<file path="src/rtl/pipe_pkg.sv">
// Shared types for the 5-stage pipeline control path: sequencer states,
// register-index constants and the stall/flush bundle used by the register wrappers.
package pipe_pkg;

    localparam int unsigned REGW = 5;
    localparam logic [REGW-1:0] REG_ZERO = 5'd0;

    typedef enum logic [0:0] {
        RUN      = 1'b0,
        MEM_WAIT = 1'b1
    } state_t;

    typedef struct packed {
        logic stallf;
        logic stalld;
        logic stalle;
        logic stallm;
        logic flushd;
        logic flushe;
        logic flushw;
    } ctrl_t;

endpackage

</file>
<file path="src/rtl/pipe_ctrl_hazard_detect.sv">
// Load-use hazard compare between the Execute load destination and the Decode sources.
module hazard_detect
    import pipe_pkg::*;
(
    input  logic [REGW-1:0] rs1,
    input  logic [REGW-1:0] rs2,
    input  logic [REGW-1:0] rd,
    input  logic            load,
    output logic            loaduse_c
);

    // x0 is hardwired zero, so a load targeting it never creates a dependency
    assign loaduse_c = load & (rd != REG_ZERO) & ((rd == rs1) | (rd == rs2));

endmodule

</file>
<file path="src/rtl/pipe_ctrl.sv">
// Central pipeline sequencer: load-use stalls, branch redirects and data-memory
// wait stalls, with a wait-cycle timeout flag and stall/flush performance counters.
module pipe_ctrl
    import pipe_pkg::*;
#(
    parameter int unsigned TIMEOUT = 255,
    parameter int unsigned CNTW    = 8,
    parameter int unsigned PERFW   = 32
)
(
    input  logic             clk,
    input  logic             rst,
    input  logic [4:0]       Rs1D,
    input  logic [4:0]       Rs2D,
    input  logic [4:0]       RdE,
    input  logic             LoadE,
    input  logic             PCSrcE,
    input  logic             MemReqM,
    input  logic             MemReadyM,
    output logic             StallF,
    output logic             StallD,
    output logic             StallE,
    output logic             StallM,
    output logic             FlushD,
    output logic             FlushE,
    output logic             FlushW,
    output logic             MemTimeout,
    output logic [PERFW-1:0] StallCount,
    output logic [PERFW-1:0] FlushCount
);

    state_t          state;
    state_t          state_nxt;
    logic [CNTW-1:0] wait_cnt;
    logic [CNTW-1:0] wait_cnt_nxt;
    logic            loaduse;
    logic            memwait;
    logic            redirect;
    logic            timeout_hit;
    ctrl_t           ctrl;
    ctrl_t           run_ctrl;
    ctrl_t           wait_ctrl;
    logic [PERFW-1:0] stall_cnt;
    logic [PERFW-1:0] flush_cnt;
    logic            mem_timeout;

    hazard_detect u_hazard_detect (
        .rs1       (Rs1D),
        .rs2       (Rs2D),
        .rd        (RdE),
        .load      (LoadE),
        .loaduse_c (loaduse)
    );

    assign memwait = MemReqM & ~MemReadyM;

    // Redirect/load-use decision shared by RUN and the MEM_WAIT release cycle
    always_comb begin
        run_ctrl = '0;
        if (PCSrcE) begin
            run_ctrl.flushd = 1'b1;
            run_ctrl.flushe = 1'b1;
        end else if (loaduse) begin
            run_ctrl.stallf = 1'b1;
            run_ctrl.stalld = 1'b1;
            run_ctrl.flushe = 1'b1;
        end
    end

    always_comb begin
        wait_ctrl        = '0;
        wait_ctrl.stallf = 1'b1;
        wait_ctrl.stalld = 1'b1;
        wait_ctrl.stalle = 1'b1;
        wait_ctrl.stallm = 1'b1;
        wait_ctrl.flushw = 1'b1;
    end

    always_comb begin
        state_nxt    = state;
        wait_cnt_nxt = wait_cnt;
        ctrl         = '0;
        redirect     = 1'b0;
        unique case (state)
            RUN: begin
                if (memwait) begin
                    ctrl         = wait_ctrl;
                    state_nxt    = MEM_WAIT;
                    wait_cnt_nxt = CNTW'(1);
                end else begin
                    ctrl     = run_ctrl;
                    redirect = PCSrcE;
                end
            end
            MEM_WAIT: begin
                // A dropped request is treated like a completed access
                if (memwait) begin
                    ctrl         = wait_ctrl;
                    wait_cnt_nxt = (wait_cnt == {CNTW{1'b1}}) ? wait_cnt : wait_cnt + CNTW'(1);
                end else begin
                    ctrl         = run_ctrl;
                    redirect     = PCSrcE;
                    state_nxt    = RUN;
                    wait_cnt_nxt = '0;
                end
            end
        endcase
        // Reset clears downstream registers and drops every stall immediately
        if (rst) begin
            ctrl        = '0;
            ctrl.flushd = 1'b1;
            ctrl.flushe = 1'b1;
            redirect    = 1'b0;
        end
    end

    assign timeout_hit = (state_nxt == MEM_WAIT) && (wait_cnt_nxt >= CNTW'(TIMEOUT));

    always_ff @(posedge clk or posedge rst) begin
        if (rst) begin
            state    <= RUN;
            wait_cnt <= '0;
        end else begin
            state    <= state_nxt;
            wait_cnt <= wait_cnt_nxt;
        end
    end

    // Sticky timeout flag; only reset clears it
    always_ff @(posedge clk or posedge rst) begin
        if (rst) begin
            mem_timeout <= 1'b0;
        end else if (timeout_hit) begin
            mem_timeout <= 1'b1;
        end
    end

    always_ff @(posedge clk or posedge rst) begin
        if (rst) begin
            stall_cnt <= '0;
            flush_cnt <= '0;
        end else begin
            if (ctrl.stallf) begin
                stall_cnt <= stall_cnt + PERFW'(1);
            end
            if (redirect) begin
                flush_cnt <= flush_cnt + PERFW'(1);
            end
        end
    end

    assign StallF     = ctrl.stallf;
    assign StallD     = ctrl.stalld;
    assign StallE     = ctrl.stalle;
    assign StallM     = ctrl.stallm;
    assign FlushD     = ctrl.flushd;
    assign FlushE     = ctrl.flushe;
    assign FlushW     = ctrl.flushw;
    assign MemTimeout = mem_timeout;
    assign StallCount = stall_cnt;
    assign FlushCount = flush_cnt;

    // The memory stage must hold its request until the access completes
    a_req_held: assert property (@(posedge clk) disable iff (rst)
        (state == MEM_WAIT) |-> (MemReqM | MemReadyM));

endmodule

</file>
<file path="config.mk">
export PLATFORM = sky130hd
export DESIGN_NAME = pipe_ctrl
export DESIGN_NICKNAME = d
export VERILOG_FILES = /design/src/rtl/pipe_pkg.sv /design/src/rtl/pipe_ctrl_hazard_detect.sv /design/src/rtl/pipe_ctrl.sv
export SDC_FILE = /design/constraint.sdc
export NUM_CORES = 1
export LEC_CHECK = 0
export BUFFER_PORTS_ARGS = -buffer_cell sky130_fd_sc_hd__buf_2
export CAP_MARGIN = 40
export CORE_MARGIN = 4
export CORE_UTILIZATION = 35
export DETAILED_ROUTE_END_ITERATION = 8
export PLACE_DENSITY = 0.65
export SLEW_MARGIN = 10
export SYNTH_ARGS = -nofsm -noshare
export SYNTH_HDL_FRONTEND = slang
export SYNTH_HIERARCHICAL = 1
export SYNTH_SLANG_ARGS = --single-unit
</file>
<file path="constraint.sdc">
create_clock -name clk -period 2.6 [get_ports clk]
set_clock_uncertainty 0.05 [all_clocks]
set_input_delay 0.26 -clock clk [delete_from_list [all_inputs] [get_ports clk]]
set_output_delay 0.26 -clock clk [all_outputs]
set_load 0.05 [all_outputs]
</file>
==> metrics.md, run 1 <==
| Metric | Value |
|---|---|
| Status | `finished, final reports clean` |
| CTS Buf Count | `9` |
| P_sw | `around 0.98 mW` |
| Vias/cell | `4.89` |
| Row count | `37` |
| Post-Synthesis Cells | `348` |
| Largest net degree at the start of global routing | `just over 60` |
| H-tree depth | `3` |
| Yosys synthesis warning count | `6` |
| Final setup fails | `0` |
| Worst setup SP type | `flip-flop` |
| Post-synthesis sequential area ratio | `approximately half` |
| Synthesized area per cell | `10.7 sq um` |
| Routed length per instance | `about 14 um` |
| CP max stage delay | `approximately 0.44 ns` |
| Initial antenna violation count | `0` |
| Max VDD drop | `around 0.31 mV` |
| Fraction of registers with async set or reset after synthesis | `100%` |
| Die W | `111 um` |
| Worst-path maximum fanout | `7` |
| Synth Cell Area | `between 0.003 and 0.004 sq mm` |
| Number of synthesized flops with an enable pin | `0` |
| Clk_lat worst skew | `approximately 0.34 ns` |
| Ant diodes | `0` |
| Sw Ratio | `a little over a third` |
| Critical-path top delay cell | `dfrtp_1` |
| Leak | `between 2 and 2.5 nW` |
| CP Capture Type | `flip-flop` |
| CP Cell Sequence | `ha_1 -> and4_4 -> nand4_4 -> or3_1 -> a311oi_1 -> a41o_1` |
| CTS resizes | `0` |
| Synth cell types | `54` |
| Period minus WS final | `roughly 2.3 ns` |
| RePlAce Congestion | `0.862` |
| Root buffer cell | `clkbuf_8` |
| Min-Delay Path Class | `primary input to flip-flop` |
| Number of synthesized register bits | `74` |
| Rel. slew slack | `between 40% and 50%` |
| CTS sink count | `74` |
| Power share of the clock group | `31.5%` |
| Comb pwr share | `21.4%` |
| Dpl hpwl | `between 6000 and 7000 um` |
| Clk slew on worst S/H paths | `~0.080 ns` |
| Area delta synth->final | `21.6%` |
| Part of the cycle the worst path needs | `between 80% and 90%` |
| DRC | `0` |
| Global-route wire length before repair | `14500 um` |
| Worst Path Required | `2.83 ns` |
| Fin util | `between 40% and 50%` |
| Final ANT Viol Nets | `0` |
| Global-route total usage across every layer | `between 10 and 15%` |
| Drt first pass iters | `4` |
| Hold_buf cts | `1` |
| GRT Residual Overflow | `0` |
| Initial Util | `36.1%` |
| Synth Flop Type | `dfrtp_1` |
| DR iter-0 viols | `84` |
| Multi-input logic area | `approximately 0.0018 sq mm` |
| Max-slew violation count | `0` |
| Layout cells sized above 1 | `29.0%` |
| Pwr/cell area | `just over 600 mW/mm^2` |
| Sequential share of power | `between 40% and 50%` |
| Core area | `around 0.010 sq mm` |
| Hold violation total from the final report | `0` |
| Vias after detailed routing | `2873` |
| Vias in the first global route | `roughly 3000` |
| Fmax | `444 MHz` |
| Die area | `about 0.012 sq mm` |
| Total Wirelength | `~8400 um` |
| Fill cells | `between 1000 and 1500` |
| RSZ-0062 raised after global routing | `no` |
| Setup TNS | `0 ns` |
| Seq. cell area | `about 0.0019 sq mm` |
| TritonCTS clock tree | `yes` |
| Worst Tran Pin Value | `~0.77 ns` |
| Max-cap violations | `0` |
| Setup CP Type | `flip-flop to flip-flop` |
| Synthesized Nets | `372` |
| Internal power | `1.83 mW` |
| Port bufs | `between 90 and 100` |
| Postcts setup bufs | `0` |
| Layout Nets | `~470` |
| CP arrival | `~2.5 ns` |
| Die Ht | `around 110 um` |
| Clock buffer depth | `2` |
| I/O pins | `between 90 and 100` |
## placed cells by master (no fill, tap or decap), types with 2 or more instances in the layout
| master | Yosys | layout |
|---|---|---|
| buf_2 | 2 | 92 |
| dfrtp_1 | 74 | 74 |
| nand2_1 | 39 | 39 |
| xnor2_1 | 39 | 39 |
| xor2_1 | 33 | 33 |
| nand3_1 | 24 | 24 |
| nor2_1 | 22 | 22 |
| nand4_1 | 12 | 12 |
| and4_1 | 10 | 10 |
| clkbuf_8 | 0 | 9 |
| a21oi_1 | 8 | 8 |
| nor3_1 | 8 | 8 |
| and3_1 | 7 | 7 |
| inv_1 | 8 | 7 |
| nor3_2 | 5 | 5 |
| clkinvlp_4 | 0 | 4 |
| nor2b_1 | 3 | 3 |
| nand2b_1 | 3 | 3 |
| nor4_1 | 3 | 3 |
| o21ai_0 | 3 | 3 |
| ha_1 | 3 | 3 |
| buf_4 | 4 | 3 |
| and2_1 | 2 | 2 |
| or3_1 | 2 | 2 |
| nand4_4 | 2 | 2 |
| mux2_2 | 2 | 2 |
## critical path: cells and delay by family, from the launching register on
family | cells | cell delay [ns]
AOI/OAI and AO/OA | 2 | 0.58
DFF | 1 | 0.44
adders and majority gates | 1 | 0.28
and+or+nand+nor | 3 | 0.84
## layout make-up
class / instances / area share, %
Timing Repair Buffer: 96 / 10.9
Sequential cell: 74 / 40.9
Clock inverter: 6 / 1.46
Multi-Input combinational cell: 257 / 39.3
Clock buffer: 10 / 2.82
Tap cell: 136 / 3.76
Inverter: 9 / 0.884
## sequential cells by signal (all words and copies together) (netlist names)
signal and flops:
FlushCount 32, MemTimeout 1, StallCount 32, state 1, wait_cnt 8
## power groups by stage
stage	Clock (mW)	Combinational, mW	Sequential, mW
floorplan	0	0.197	1.58
global placement	0	0.602	1.34
detailed placement	0	0.609	1.35
CTS	0.918	0.614	1.32
global route	0.977	0.647	1.34
finish	0.885	0.599	1.32
## stage by stage
stage | total power, mW | setup slack, ns | hold slack, ns | cells | instance area (sq um)
3_3_place_gp | 1.94 | 0.116 | 0.281 | 571 | 4330
5_1_grt | 2.96 | 0.218 | 0.251 | 588 | 4530
2_1_floorplan | 1.77 | 0.0340 | 0.411 | 348 | 3730
3_5_place_dp | 1.96 | 0.0484 | 0.282 | 571 | 4330
4_1_cts | 2.86 | 0.379 | 0.232 | 588 | 4530
6_report | 2.81 | 0.349 | 0.244 | 588 | 4530
## worst paths after layout
path / startpoint / end / slack, ns / cells past startpoint
worst min register to register: FlushCount[31]$_DFFE_PP0P_ / FlushCount[31]$_DFFE_PP0P_ / 0.42 / 1
min in group asynchronous: rst / FlushCount[24]$_DFFE_PP0P_ / 0.46 / 3
max in group asynchronous: rst / StallCount[3]$_DFFE_PP0P_ / 0.97 / 4
worst max register to register: wait_cnt[0]$_DFF_PP0_ / MemTimeout$_DFFE_PP0P_ / 0.35 / 6
worst min-delay path: MemReqM / state$_DFF_PP0_ / 0.24 / 3
worst max-delay path: wait_cnt[0]$_DFF_PP0_ / MemTimeout$_DFFE_PP0P_ / 0.35 / 6
## per-layer routing
metal / wire length [um] / vias up / global-route usage, %
li1: - / 1415 / -
met2: 4120 / 77 / 23.6
met3: 528 / 2 / 4.80
met4: 24 / 0 / 3.33
met1: 3740 / 1379 / 17.9
met5: 0 / - / 0
## synthesized netlist by cell type, types with 3 or more instances
cell type / number / share of area, %
nor3_1: 8 / 1.1
a21oi_1: 8 / 1.1
and4_1: 10 / 2.4
nand3_1: 24 / 3.2
xnor2_1: 39 / 9.2
ha_1: 3 / 1.0
nor2b_1: 3 / 0.50
buf_4: 4 / 0.81
nor3_2: 5 / 1.3
inv_1: 8 / 0.81
nand2b_1: 3 / 0.50
and3_1: 7 / 1.2
nand2_1: 39 / 3.9
nor4_1: 3 / 0.50
o21ai_0: 3 / 0.40
xor2_1: 33 / 7.8
nor2_1: 22 / 2.2
nand4_1: 12 / 2.0
dfrtp_1: 74 / 50
## cell families (layout without fill, tap and decap cells)
logic type | count (synthesis) | after routing | synth area share (%)
flip-flops | 74 | 74 | 49.7
XOR/XNOR | 72 | 72 | 16.9
multiplexers | 2 | 2 | 0.605
AND/OR/NAND/NOR | 154 | 154 | 24.3
adder cells (fa/ha/maj) | 3 | 3 | 1.01
buffers and inverters | 17 | 121 | 2.45
AO/OA/AOI/OAI | 26 | 26 | 4.97
No activity file was read; power rests on OpenSTA's default activity.
==> run 2: changes to the inputs <==
--- a/config.mk
+++ b/config.mk
@@ -7,6 +7,7 @@
 export LEC_CHECK = 0
 export BUFFER_PORTS_ARGS = -buffer_cell sky130_fd_sc_hd__buf_2
 export CAP_MARGIN = 40
+export CORE_ASPECT_RATIO = 0.6
 export CORE_MARGIN = 4
 export CORE_UTILIZATION = 35
 export DETAILED_ROUTE_END_ITERATION = 8
==> metrics.md, run 2 (synthesis gave the netlist of run 1 again) <==
| Metric | Value |
|---|---|
| Status | `finished, final reports clean (unchanged)` |
| Leak | `2.35 nW (was 2.30 nW)` |
| CP Cell Sequence | `buf_2 -> xor2_1 -> nor3_1 -> nand3_1 -> a21oi_1 -> nor2b_1 -> o2111ai_2 -> or3_1 -> nor3_2 -> xor2_1 (was ha_1 -> and4_4 -> nand4_4 -> or3_1 -> a311oi_1 -> a41o_1)` |
| DRC | `0 (unchanged)` |
| Comb pwr share | `19.0% (was 21.4%)` |
| Min-Delay Path Class | `primary input to asynchronous set/reset pin (was primary input to flip-flop)` |
| Hold violation total from the final report | `0 (unchanged)` |
| Internal power | `2.12 mW (was 1.83 mW)` |
| Part of the cycle the worst path needs | `85.8% (was 86.6%)` |
| Clock buffer depth | `2 (unchanged)` |
| Core area | `0.0101 sq mm (was 0.0103 sq mm)` |
| Setup TNS | `0 ns (unchanged)` |
| Setup CP Type | `primary input to flip-flop (was flip-flop to flip-flop)` |
| Dpl hpwl | `6380 um (was 6180 um)` |
| Global-route wire length before repair | `14300 um (was 14500 um)` |
| Port bufs | `92 (unchanged)` |
| Vias in the first global route | `2854 (was 2972)` |
| I/O pins | `93 (unchanged)` |
| H-tree depth | `3 (unchanged)` |
| Critical path's most frequent cell | `xor2_1` |
| Dpl cells | `570 (was 571)` |
| Die area | `0.0124 sq mm (about the same)` |
| Worst Path Required | `2.80 ns (was 2.83 ns)` |
| Rel. slew slack | `60.6% (was 48.9%)` |
| Root buffer cell | `clkbuf_16 (was clkbuf_8)` |
| DP Area | `0.00432 sq mm (was 0.00433 sq mm)` |
| Period minus WS final | `2.23 ns (was 2.25 ns)` |
| Global-route total usage across every layer | `14.4% (was 14.2%)` |
| CP Capture Type | `flip-flop (unchanged)` |
| Vias/cell | `4.97 (was 4.89)` |
| P_sw | `0.989 mW (was 0.979 mW)` |
| Max-slew violation count | `0 (unchanged)` |
| Finished Cell Area | `0.00461 sq mm (was 0.00453 sq mm)` |
| Row count | `28 (was 37)` |
| Worst-path maximum fanout | `7 (unchanged)` |
| Met3 Wirelength | `592 um (was 528 um)` |
| Power share of the clock group | `38.1% (was 31.5%)` |
| Largest net degree at the start of global routing | `48 (was 62)` |
| CP max stage delay | `0.51 ns (was 0.44 ns)` |
| DR iter-0 viols | `109 (was 84)` |
| RSZ-0062 raised after global routing | `no (unchanged)` |
| Area delta synth->final | `23.9% (was 21.6%)` |
| Most frequent cells in the layout | `buf_2 (92), dfrtp_1 (74), nand2_1 (39), xnor2_1 (39), xor2_1 (33) (unchanged)` |
| Sw Ratio | `31.8% (was 34.9%)` |
| Hold_buf cts | `0 (was 1)` |
| Fin util | `45.6% (was 43.9%)` |
| Final ANT Viol Nets | `0 (unchanged)` |
| Fin cells | `585 (was 588)` |
| Layout Nets | `470 (was 471)` |
| Die Ht | `87.9 um (was 111 um)` |
| Critical-path top delay cell | `or3_1 (was dfrtp_1)` |
| Most common cell after layout, fill and taps aside | `buf_2 (unchanged)` |
| Clk slew on worst S/H paths | `0.05 ns (was 0.08 ns)` |
| Worst Tran Pin Value | `0.591 ns (was 0.767 ns)` |
| Max VDD drop | `0.351 mV (was 0.314 mV)` |
| R2r setup slk | `0.44 ns (was 0.35 ns)` |
| Die W | `141 um (was 111 um)` |
| CTS resizes | `0 (unchanged)` |
| Drt first pass iters | `4 (unchanged)` |
| Hold WS | `0.0643 ns (was 0.244 ns)` |
| Vias after detailed routing | `2905 (was 2873)` |
| TritonCTS clock tree | `yes (unchanged)` |
| Sequential share of power | `42.9% (was 47.1%)` |
| Initial antenna violation count | `0 (unchanged)` |
| Routed length per instance | `14.4 um (was 14.3 um)` |
| Total Wirelength | `8420 um (was 8410 um)` |
| Fmax | `448 MHz (was 444 MHz)` |
| Pwr/cell area | `675 mW/mm^2 (was 620 mW/mm^2)` |
| GRT Residual Overflow | `0 (unchanged)` |
| Worst setup SP type | `primary input (was flip-flop)` |
| CTS sink count | `74 (unchanged)` |
| CP arrival | `2.43 ns (was 2.48 ns)` |
| Max-cap violations | `0 (unchanged)` |
| DP Worst Slack | `0.0169 ns (was 0.0484 ns)` |
| Final setup fails | `0 (unchanged)` |
| Postcts setup bufs | `0 (unchanged)` |
| Initial Util | `36.8% (was 36.1%)` |
| Layout cells sized above 1 | `29.1% (was 29.0%)` |
| WL met2 | `3610 um (was 4120 um)` |
| Ant diodes | `0 (unchanged)` |
| Setup ws final | `0.368 ns (was 0.349 ns)` |
| RePlAce Congestion | `0.830 (was 0.862)` |
| M1 wire length | `4110 um (was 3740 um)` |
| DR top layer | `met4 (unchanged)` |
| Final Total Pwr | `3.11 mW (was 2.81 mW)` |
| Clk_lat worst skew | `0.33 ns (was 0.34 ns)` |
| CTS Buf Count | `9 (unchanged)` |
==> run 2: worst max-delay path, delay by kind of cell <==
family                 cells  cell delay, ns
AND/OR/NAND/NOR            5            1.32
XOR/XNOR                   2            0.32
AO/OA/AOI/OAI              2            0.42
buffers and inverters      1            0.12
==> run 2: metal layers <==
layer	vias to the layer above	GRT usage [%]
met5	-	0
met4	0	4.49
li1	1422	-
met1	1396	19.7
met2	74	21.6
met3	13	5.29
==> run 2: final timing paths <==
check	from	endpoint	cells after the start
max	RdE[0]	StallCount[30]$_DFFE_PP0P_	10
min	rst	wait_cnt[4]$_DFF_PP0_	3
max reg2reg	wait_cnt[0]$_DFF_PP0_	MemTimeout$_DFFE_PP0P_	6
min reg2reg	FlushCount[31]$_DFFE_PP0P_	FlushCount[31]$_DFFE_PP0P_	1
max in group asynchronous	rst	StallCount[14]$_DFFE_PP0P_	3
min in group clk	MemReqM	state$_DFF_PP0_	3
==> run 2: cell type report <==
cell class,instances,area (sq um)
fill,969,5510
sequential,74,1850
clock inverter,2,10.0
multi-input combinational,257,1780
timing repair buffer,95,483
inverter,9,40.0
tap,135,169
clock buffer,13,280
==> run 2: power groups by stage <==
| stage | registers [mW] | logic, mW | clock network, mW |
|---|---|---|---|
| floorplan | 1.58 | 0.197 | 0 |
| global placement | 1.34 | 0.598 | 0 |
| detailed placement | 1.35 | 0.601 | 0 |
| CTS | 1.33 | 0.602 | 1.22 |
| global route | 1.35 | 0.640 | 1.28 |
| finish | 1.34 | 0.592 | 1.19 |
